===== src/rtl/timer_multi.sv =====
// Multi-channel programmable interval timer: NUM_CH independent one-shot/periodic
// channels counting ticks from one shared prescaler, each with a 1-cycle expiry pulse.
module timer_multi #(
    parameter int NUM_CH  = 4,
    parameter int CNT_W   = 21,
    parameter int PRESC_W = 8
) (
    input  logic                      CLK,
    input  logic                      RST_N,
    input  logic [PRESC_W-1:0]        PRESC_DIV,
    input  logic [NUM_CH-1:0]         START,
    input  logic [NUM_CH-1:0]         STOP,
    input  logic [NUM_CH-1:0]         PERIODIC,
    input  logic [NUM_CH*CNT_W-1:0]   LOAD_VAL,
    output logic [NUM_CH-1:0]         PULSE,
    output logic [NUM_CH-1:0]         BUSY
);

    typedef enum logic {ST_IDLE = 1'b0, ST_COUNT = 1'b1} state_t;

    logic [PRESC_W-1:0] presc_cnt;
    logic               tick;

    // A ">=" compare means lowering PRESC_DIV below presc_cnt ticks at once instead of wrapping.
    assign tick = (presc_cnt >= PRESC_DIV);

    always_ff @(posedge CLK or negedge RST_N) begin
        if (!RST_N) begin
            presc_cnt <= '0;
        end else if (tick) begin
            presc_cnt <= '0;
        end else begin
            presc_cnt <= presc_cnt + 1'b1;
        end
    end

    // Strobes are single-cycle level inputs with no handshake: each is acted on
    // at the edge where it is high, and STOP outranks START, which outranks expiry.
    for (genvar i = 0; i < NUM_CH; i++) begin : g_ch
        state_t           state;
        logic [CNT_W-1:0] cnt;
        logic [CNT_W-1:0] reload;
        logic             mode;
        logic             pulse_r;

        always_ff @(posedge CLK or negedge RST_N) begin
            if (!RST_N) begin
                state   <= ST_IDLE;
                cnt     <= '0;
                reload  <= '0;
                mode    <= 1'b0;
                pulse_r <= 1'b0;
            end else begin
                pulse_r <= 1'b0;
                if (STOP[i]) begin
                    state <= ST_IDLE;
                    cnt   <= '0;
                end else if (START[i]) begin
                    reload <= LOAD_VAL[i*CNT_W +: CNT_W];
                    mode   <= PERIODIC[i];
                    cnt    <= '0;
                    state  <= ST_COUNT;
                end else if (state == ST_COUNT && tick) begin
                    if (cnt == reload) begin
                        pulse_r <= 1'b1;
                        cnt     <= '0;
                        if (!mode) begin
                            state <= ST_IDLE;
                        end
                    end else begin
                        cnt <= cnt + 1'b1;
                    end
                end
            end
        end

        assign PULSE[i] = pulse_r;
        assign BUSY[i]  = (state == ST_COUNT);
    end

endmodule


===== config.mk =====
export PLATFORM = sky130hd
export DESIGN_NAME = timer_multi
export DESIGN_NICKNAME = d
export VERILOG_FILES = /design/src/rtl/timer_multi.sv
export SDC_FILE = /design/constraint.sdc
export NUM_CORES = 1
export LEC_CHECK = 0
export CAP_MARGIN = 25
export CORE_MARGIN = 1.5
export CORE_UTILIZATION = 45
export DETAILED_ROUTE_END_ITERATION = 10
export GPL_TIMING_DRIVEN = 0
export MAX_ROUTING_LAYER = met4
export PLACE_DENSITY = 0.65
export SLEW_MARGIN = 20
export SYNTH_ARGS = -nofsm -noshare
export SYNTH_HDL_FRONTEND = slang
export SYNTH_SLANG_ARGS = --single-unit

===== constraint.sdc =====
create_clock -name CLK -period 3.3 [get_ports CLK]
set_clock_uncertainty 0.15 [all_clocks]
set_input_delay 0.495 -clock CLK [delete_from_list [all_inputs] [get_ports CLK]]
set_output_delay 0.495 -clock CLK [all_outputs]
set_load 0.005 [all_outputs]

==> metrics.cfg, run 1 <==
[place]
gp_congestion = 0.8168
portBuffers = 113
pre_cts_slack_ns = -0.4808
place_hpwl_um = 16150

[yosys]
synth_edf_count = 0
syn-cell-area_um2 = 9758
synth_top_area_share_pct = 48.21
ys_seq_area_share_pct = 48.21
ys_warn_count = 0
synth.avg_cell_area_um2 = 10.71
synth_cell_type_count = 65
yosysTopAreaCell = dfrtp_1
async_flop_share_pct = 100.0
synth_nets = 1030
synth.area.top_cells = dfrtp_1 48%, mux2_2 10%, xnor2_1 6.9%
synthTopCellsByCount = 188 x dfrtp_1, 88 x mux2_2, 77 x xnor2_1
synth-main-ff-cell = dfrtp_1
ys_seq_elements = 188
synthCells = 911
synth_most_common_cell = dfrtp_1

[finish]
antenna_cells = 0
final_nets = 1166
drive_gt1_share_pct = 16.05
area_delta_synth_final_pct = 22.18

[clock_tree]
clkTransAtPathRegs_ns = 0.08
cts_tree = built
numCtsBuffers = 17
clock_latency_ns = 0.44
numClockSinks = 188
clock-root-buffer = clkbuf_16
ctsHtreeMaxLevel = 4
cts_setup_buffers = 0
clock_path_buffers = 2

[timing]
setup-violations-final = 0
max-slew-margin-rel_pct = 47.05
post-route-period-util_pct = 97.30
hold_ws_ns = 0.3626
fin_crit_ns = 3.211
rsz0062_at_grt = yes
hold_violations = 0
timing.final.ws_setup_ns = 0.08913
final-max-slew-violation-count = 0
fmax_mhz = 311.4
worst_slew_pin_slew_ns = 0.7833

[global_routing]
grt_pass1_wl_um = 36810
first_global_vias = 7330
grt_usage_pct = 21.42
antenna_found_initial = 0
grt_max_degree = 65
overflow = 0

[worst_setup_path]
slowest_delay_ns = 0.53
cp_slowest_cell = or4_1
critPathTopFamily = simple AND/OR/NAND/NOR gates
timing.critical_path.to = g_ch[0].cnt[5]$_DFFE_PN0P_
crit_fanout = 8
worst_ep_arrival_time_ns = 3.41
cp_cell_sequence = clkdlybuf4s50_1 > inv_1 > ha_1 > o21ai_0 > nor2_2 > o22ai_1 > or2_1 > clkbuf_1 > or4_1 > a21oi_1
required_ns = 3.50
rr_startpoint = presc_cnt[0]$_DFF_PN0_
cp-end-kind = register
crit_path_start = PRESC_DIV[7]
r2r-end = g_ch[3].cnt[14]$_DFFE_PN0P_
startpoint_type = input port
reg2regPathDepth = 11
path_buf_inv = 3
regToRegSetupSlack_ns = 0.17
cp.depth = 10
critPathKind = input port to register

[floorplan]
num_io_pins = 114
die-width_um = 150.3
core-area_um2 = 21150
die-area_um2 = 22580
die_h_um = 150.3
rows = 53
start_util_pct = 46.13

[outcome]
status = completed

[power]
power.switching_mw = 1.650
pwr-share-clk_pct = 34.8
cellPowerDensity_nw_per_um2 = 474.0
p_seq_share_pct = 47.5
finalPower_mw = 5.651
intPower_mw = 4.001
pwr-share-comb_pct = 17.7
peakVddDrop_mv = 0.3090
p_leak_nw = 4.670
sw_frac_of_total_pct = 29.20

[route]
antenna_left = 0
num_vias = 7399
wl_um = 22290
wire_per_inst_um = 16.71
post-route-drc-count = 0
via_per_inst = 5.546
firstDrtPassIters = 5
drt_iter0_drc = 490

[job]
drv_cap = 0

[min_path]
min_path_type = register to register

-- metrics by stage --
stage | std cells | setup TNS [ns] | area, um2 | util (%)
floorplan | 911 | 0 | 9758 | -
global placement | 1299 | -1257.24 | 11230 | 53.10
detailed placement | 1302 | -23.34 | 11300 | 53.41
CTS | 1334 | 0 | 11880 | 56.15
global route | 1334 | -0.2964 | 11920 | 56.36
finish | 1334 | 0 | 11920 | 56.36
-- power by group through the flow --
stage	Combinational (mW)	Clock, mW	Sequential, mW
6_report	0.998	1.97	2.69
4_1_cts	0.986	2.02	2.69
5_1_grt	1.10	2.12	2.72
3_5_place_dp	0.973	0	2.73
3_3_place_gp	0.947	0	2.73
2_1_floorplan	0.621	0	2.68
-- cells in the final DEF, fill, tap and decap left out, types with 3 or more instances in the layout --
master,netlist,routed
clkbuf_16,0,17
a21oi_1,43,43
nand4_1,36,36
mux2_2,88,88
nor3b_1,4,4
or3_1,17,17
nand3b_1,4,4
and3_1,14,14
inv_1,21,21
or2_1,3,3
nor3_1,24,24
nor4_1,18,18
xor2_1,49,49
or4_1,13,13
inv_8,0,3
clkinv_4,0,4
nor2_1,68,68
or3b_2,3,3
nor2b_1,3,3
nand2b_1,4,4
buf_2,7,8
and4_1,6,6
o22ai_1,4,4
clkdlybuf4s50_1,0,112
o21ai_0,18,17
nand2_1,36,36
a31o_2,3,3
clkbuf_1,26,24
dfrtp_1,188,188
ha_1,13,13
nand3_1,33,33
inv_6,0,3
or2_2,4,4
nor4b_1,5,5
and2_1,6,6
xnor2_1,77,77
o41ai_1,3,3
o31ai_1,19,19
buf_4,9,9
-- final cells by class --
type                            instances  area (um2)
Fill cell                            1883        9231
Inverter                               21       78.83
Clock inverter                         14       131.4
Sequential cell                       188        4705
Buffer                                 45       229.0
Clock buffer                           17       425.4
Timing Repair Buffer                  117        1206
Tap cell                              275       344.1
Multi-Input combinational cell        657        4803
-- worst min path at each step --
stage	cells past startpoint	slack, ns	endpoint	startpoint
after global placement	1	0.34	g_ch[0].state$_DFFE_PN0P_	g_ch[0].mode$_DFFE_PN0P_
after detailed placement	1	0.32	g_ch[0].reload[13]$_DFFE_PN0P_	RST_N
after global routing	1	0.38	g_ch[0].state$_DFFE_PN0P_	g_ch[0].mode$_DFFE_PN0P_
after floorplan	0	0.05	g_ch[0].cnt[0]$_DFFE_PN0P_	RST_N
after CTS	1	0.37	g_ch[0].state$_DFFE_PN0P_	g_ch[0].mode$_DFFE_PN0P_
final	1	0.36	g_ch[0].state$_DFFE_PN0P_	g_ch[0].mode$_DFFE_PN0P_
-- worst register-to-register path, cell delays in order (launching register included) --
cell and delay (ns):
dfrtp_1 0.44, inv_1 0.07, ha_1 0.26, nand2b_1 0.14, a2111o_1 0.55, and3_1 0.22, buf_2 0.17, or2_0 0.22
buf_2 0.18, a31o_2 0.32, buf_2 0.22, a21oi_1 0.15
-- cell families after synthesis --
| family | count (synthesis) | share of synthesized area (%) |
|---|---|---|
| XOR/XNOR | 126 | 11.31 |
| multiplexers | 88 | 10.16 |
| AND/OR/NAND/NOR | 310 | 17.40 |
| adder cells (fa/ha/maj) | 13 | 1.667 |
| flip-flops | 188 | 48.21 |
| AO/OA/AOI/OAI | 120 | 8.129 |
| buffers and inverters | 66 | 3.128 |
-- sequential cells by signal (all words and copies together), names as in the netlist --
register / cells
g_ch.state: 4
g_ch.pulse_r: 4
presc_cnt: 8
g_ch.cnt: 84
g_ch.mode: 4
g_ch.reload: 84
-- layer usage --
metal  share of wire [%]  vias up  track usage [%]
li1                    -     3556                -
met1                  47     3650            28.26
met2                  49      168            34.17
met3                 3.2       25            3.788
met4                 1.2        0            5.588
met5                   0        -                -
-- repair_timing --
action / in CTS / in global routing
resized for setup: 3 / 10
endpoints found under the setup margin: 11 / 48
hold buffers: 1 / 0
endpoints found under the hold margin: 63 / 0
(Power assumes the default switching activity.)
==> inputs of run 2 (changes only) <==
Settings changed: CTS_BUF_LIST set to sky130_fd_sc_hd__clkbuf_4 sky130_fd_sc_hd__clkbuf_8.
==> metrics.cfg, run 2 (synthesis results as in run 1) <==
[worst_setup_path]
reg2regPathDepth = 11
required_ns = 3.56
rr_startpoint = presc_cnt[0]$_DFF_PN0_
crit_fanout = 10
worst_ep_arrival_time_ns = 3.40
regToRegSetupSlack_ns = 0.16
r2r-end = g_ch[3].cnt[14]$_DFFE_PN0P_
cp-end-kind = register
startpoint_type = register
critPathKind = register to register

[place]
place_hpwl_um = 16150
placed_area_um2 = 11300
gp_congestion = 0.8168
post-place-cells = 1302
portBuffers = 113

[route]
num_vias = 7330
wl_um = 22180
firstDrtPassIters = 7
wire_per_inst_um = 16.61
post-route-drc-count = 0
drt_iter0_drc = 496
via_per_inst = 5.491
antenna_left = 0

[clock_tree]
cts_tree = built
clock_latency_ns = 0.48
ctsHtreeMaxLevel = 4
clock_path_buffers = 2
numClockSinks = 188
cts_setup_buffers = 0
clock-root-buffer = clkbuf_8
numCtsBuffers = 17
clkTransAtPathRegs_ns = 0.11

[finish]
multi_input_area_um2 = 4791
post-route-util_pct = 55.41
area_delta_synth_final_pct = 20.13
final_cells = 1335
final_cell_mix = 188 x dfrtp_1, 112 x clkdlybuf4s50_1, 88 x mux2_2
filler_cell_count = 1921
final_nets = 1167
reg_top3 = g_ch.cnt (84), g_ch.reload (84), presc_cnt (8)
regArea_um2 = 4705
antenna_cells = 0
drive_gt1_share_pct = 16.04
final_cell_area_um2 = 11720
layout_commonest_cell = dfrtp_1

[global_routing]
grt_usage_pct = 21.24
first_global_vias = 7284
overflow = 0
antenna_found_initial = 0
grt_pass1_wl_um = 36580
grt_max_degree = 65

[floorplan]
die-width_um = 150.3
core-area_um2 = 21150
rows = 53
die_h_um = 150.3
start_util_pct = 46.13
die-area_um2 = 22580
num_io_pins = 114

[timing]
max-slew-margin-rel_pct = 51.58
setup-violations-final = 0
fmax_mhz = 318.8
fin_setup_tns_ns = 0
fin_crit_ns = 3.137
worst_slew_pin_slew_ns = 0.7203
post-route-period-util_pct = 95.07
hold_violations = 0
final-max-slew-violation-count = 0

[min_path]
min_path_type = input port to asynchronous set/reset pin

[power]
p_leak_nw = 4.580
peakVddDrop_mv = 0.2424
cellPowerDensity_nw_per_um2 = 438.5
finalPower_mw = 5.140

[job]
drv_cap = 0

[outcome]
status = completed

==> run 2: cell type report <==
type / instances / share of cell area, %
Sequential cell: 188 / 40.13
Timing Repair Buffer: 118 / 10.33
Buffer: 45 / 1.943
Inverter: 21 / 0.6724
Clock inverter: 14 / 1.121
Clock buffer: 17 / 1.996
Tap cell: 275 / 2.935
Multi-Input combinational cell: 657 / 40.87
==> run 2: worst max path at each step <==
stage,to,slack (ns),depth (start not counted),from
after floorplan,g_ch[3].cnt[14]$_DFFE_PN0P_,0.51,10,PRESC_DIV[0]
after global placement,g_ch[3].reload[15]$_DFFE_PN0P_,-6.59,1,RST_N
after detailed placement,g_ch[1].cnt[10]$_DFFE_PN0P_,-0.48,10,PRESC_DIV[0]
after CTS,g_ch[2].cnt[18]$_DFFE_PN0P_,0.04,10,presc_cnt[0]$_DFF_PN0_
after global routing,g_ch[0].cnt[13]$_DFFE_PN0P_,-0.02,10,PRESC_DIV[5]
final,g_ch[3].cnt[14]$_DFFE_PN0P_,0.16,11,presc_cnt[0]$_DFF_PN0_
==> run 2: critical path, stage by stage (launching register included) <==
cell and delay (ns):
dfrtp_1 0.45, inv_1 0.07, ha_1 0.26, nand2b_1 0.13, a2111o_1 0.55, and3_1 0.22
buf_2 0.17, or2_0 0.22, buf_2 0.18, a31o_2 0.32, buf_2 0.21, a21oi_1 0.14
==> run 2: per-layer routing <==
| layer | track usage [%] | part of all wire (%) | up-vias |
|---|---|---|---|
| met5 | - | 0 | - |
| met4 | 5.490 | 0.99 | 0 |
| met3 | 3.455 | 2.9 | 16 |
| met1 | 27.94 | 47 | 3643 |
| li1 | - | - | 3548 |
| met2 | 34.22 | 49 | 123 |
==> run 2: timing repair <==
item	4_1_cts	5_1_grt
hold buffers	1	0
hold endpoints to repair	63	0
endpoints found under the setup margin	11	37
resized for setup	2	8
==> run 2: through the flow <==
step                setup slack, ns  hold WS, ns
finish                       0.1628       0.3696
global route               -0.02219       0.3933
CTS                         0.03878       0.3808
detailed placement          -0.4808       0.3203
global placement             -6.593       0.3389
floorplan                    0.5129      0.04941
==> run 2: power breakdown <==
part / switching (mW) / internal, mW
Combinational: 0.496 / 0.498
Sequential: 0.175 / 2.51
Clock: 0.915 / 0.547
==> inputs of run 3 (changes only) <==
Settings changed: CAP_MARGIN 25 to not set.
==> metrics.cfg, run 3 (synthesis results as in run 1) <==
[route]
drt_iter0_drc = 489
wire_per_inst_um = 16.51
antenna_left = 0
firstDrtPassIters = 5
via_per_inst = 5.490
post-route-drc-count = 0
num_vias = 7318
wl_um = 22010

[floorplan]
rows = 53
die_h_um = 150.3
core-area_um2 = 21150
num_io_pins = 114
die-area_um2 = 22580
die-width_um = 150.3
start_util_pct = 46.13

[global_routing]
first_global_vias = 7290
grt.busiest_layer = met2
grt_use_met3_pct = 3.697
grt_pass1_wl_um = 36560
grt_use_met2_pct = 33.74
grt_max_degree = 65
use_met1_pct = 28.36
overflow = 0
grt_usage_pct = 21.18
antenna_found_initial = 0

[worst_setup_path]
cp-end-kind = register
startpoint_type = register
crit_fanout = 10
worst_ep_arrival_time_ns = 3.32
rr_startpoint = presc_cnt[0]$_DFF_PN0_
crit_path_start = presc_cnt[0]$_DFF_PN0_
critPathKind = register to register
regToRegSetupSlack_ns = 0.15
r2r-end = g_ch[1].cnt[6]$_DFFE_PN0P_
timing.critical_path.to = g_ch[1].cnt[6]$_DFFE_PN0P_
required_ns = 3.48
reg2regPathDepth = 10

[timing]
worst_slew_pin_slew_ns = 0.7457
hold_violations = 0
fin_setup_tns_ns = 0
fin_crit_ns = 3.148
post-route-period-util_pct = 95.38
fmax_mhz = 317.7
max-slew-margin-rel_pct = 49.87
final-max-slew-violation-count = 0
setup-violations-final = 0

[place]
place_hpwl_um = 16170
gp_congestion = 0.8168
portBuffers = 113

[finish]
filler_cell_count = 1900
reg_top3 = g_ch.cnt (84), g_ch.reload (84), presc_cnt (8)
area_delta_synth_final_pct = 20.17
regArea_um2 = 4705
layout_commonest_cell = dfrtp_1
final_nets = 1165
multi_input_area_um2 = 4795
drive_gt1_share_pct = 15.88
final_cell_mix = 188 x dfrtp_1, 112 x clkdlybuf4s50_1, 88 x mux2_2
antenna_cells = 0

[min_path]
min_path_type = register to register

[outcome]
status = completed

[job]
drv_cap = 0

[clock_tree]
numClockSinks = 188
ctsHtreeMaxLevel = 4
clock-root-buffer = clkbuf_8
clock_latency_ns = 0.47
numCtsBuffers = 17
clock_path_buffers = 2
cts_tree = built
cts_setup_buffers = 0
clkTransAtPathRegs_ns = 0.11

[power]
cellPowerDensity_nw_per_um2 = 439.7
p_leak_nw = 4.569
peakVddDrop_mv = 0.2848
finalPower_mw = 5.156

run 3: area by class of cell:
cell class	instances	share of cell area [%]
buffer	45	1.942
clock buffer	18	2.113
clock inverter	13	1.088
inverter	21	0.6722
multi-input combinational	657	40.89
sequential	188	40.12
tap	275	2.934
timing repair buffer	116	10.24
run 3: power by group:
group	internal (mW)	switching, mW
clock	0.573	0.912
sequential	2.51	0.176
combinational	0.496	0.492
run 3: critical path, stage by stage (launching register included):
cell and delay [ns]:
dfrtp_1 0.45, inv_1 0.07, ha_1 0.26, nand2b_1 0.13
a2111o_1 0.55, a2111oi_2 0.48, buf_2 0.31, or2_1 0.13
clkbuf_1 0.26, or4_1 0.17, a21oi_1 0.06
run 3: repair_timing:
action / CTS / global route
gates cloned: 0 / 0
resized for setup: 2 / 7
hold endpoints to repair: 63 / 0
setup endpoints to repair: 7 / 45
hold buffers: 1 / 0
run 3: worst min path at each step:
stage                              from                             end  slack (ns)  depth (start not counted)
2_1_floorplan                     RST_N      g_ch[0].cnt[0]$_DFFE_PN0P_        0.05                          0
3_3_place_gp   g_ch[0].mode$_DFFE_PN0P_       g_ch[0].state$_DFFE_PN0P_        0.34                          1
4_1_cts        g_ch[0].mode$_DFFE_PN0P_       g_ch[0].state$_DFFE_PN0P_        0.37                          1
3_5_place_dp                      RST_N  g_ch[0].reload[13]$_DFFE_PN0P_        0.32                          1
6_report       g_ch[0].mode$_DFFE_PN0P_       g_ch[0].state$_DFFE_PN0P_        0.37                          1
5_1_grt        g_ch[0].mode$_DFFE_PN0P_       g_ch[0].state$_DFFE_PN0P_        0.38                          1
run 3: layer usage:
layer / wire [um] / vias up
li1: - / 3552
met1: 10030 / 3588
met2: 10910 / 163
met3: 899 / 15
met4: 182 / 0
met5: 0 / -
run 3: stage by stage:
stage          cells  hold slack, ns  area [um2]  worst slack, ns  util [%]
5_1_grt         1333          0.3827       11730       -0.0008868     55.43
2_1_floorplan    911         0.04941        9758           0.5129         -
3_3_place_gp    1299          0.3389       11230           -6.593     53.10
4_1_cts         1333          0.3706       11690          0.02160     55.25
3_5_place_dp    1301          0.3196       11290          -0.4559     53.39
6_report        1333          0.3676       11730           0.1524     55.43
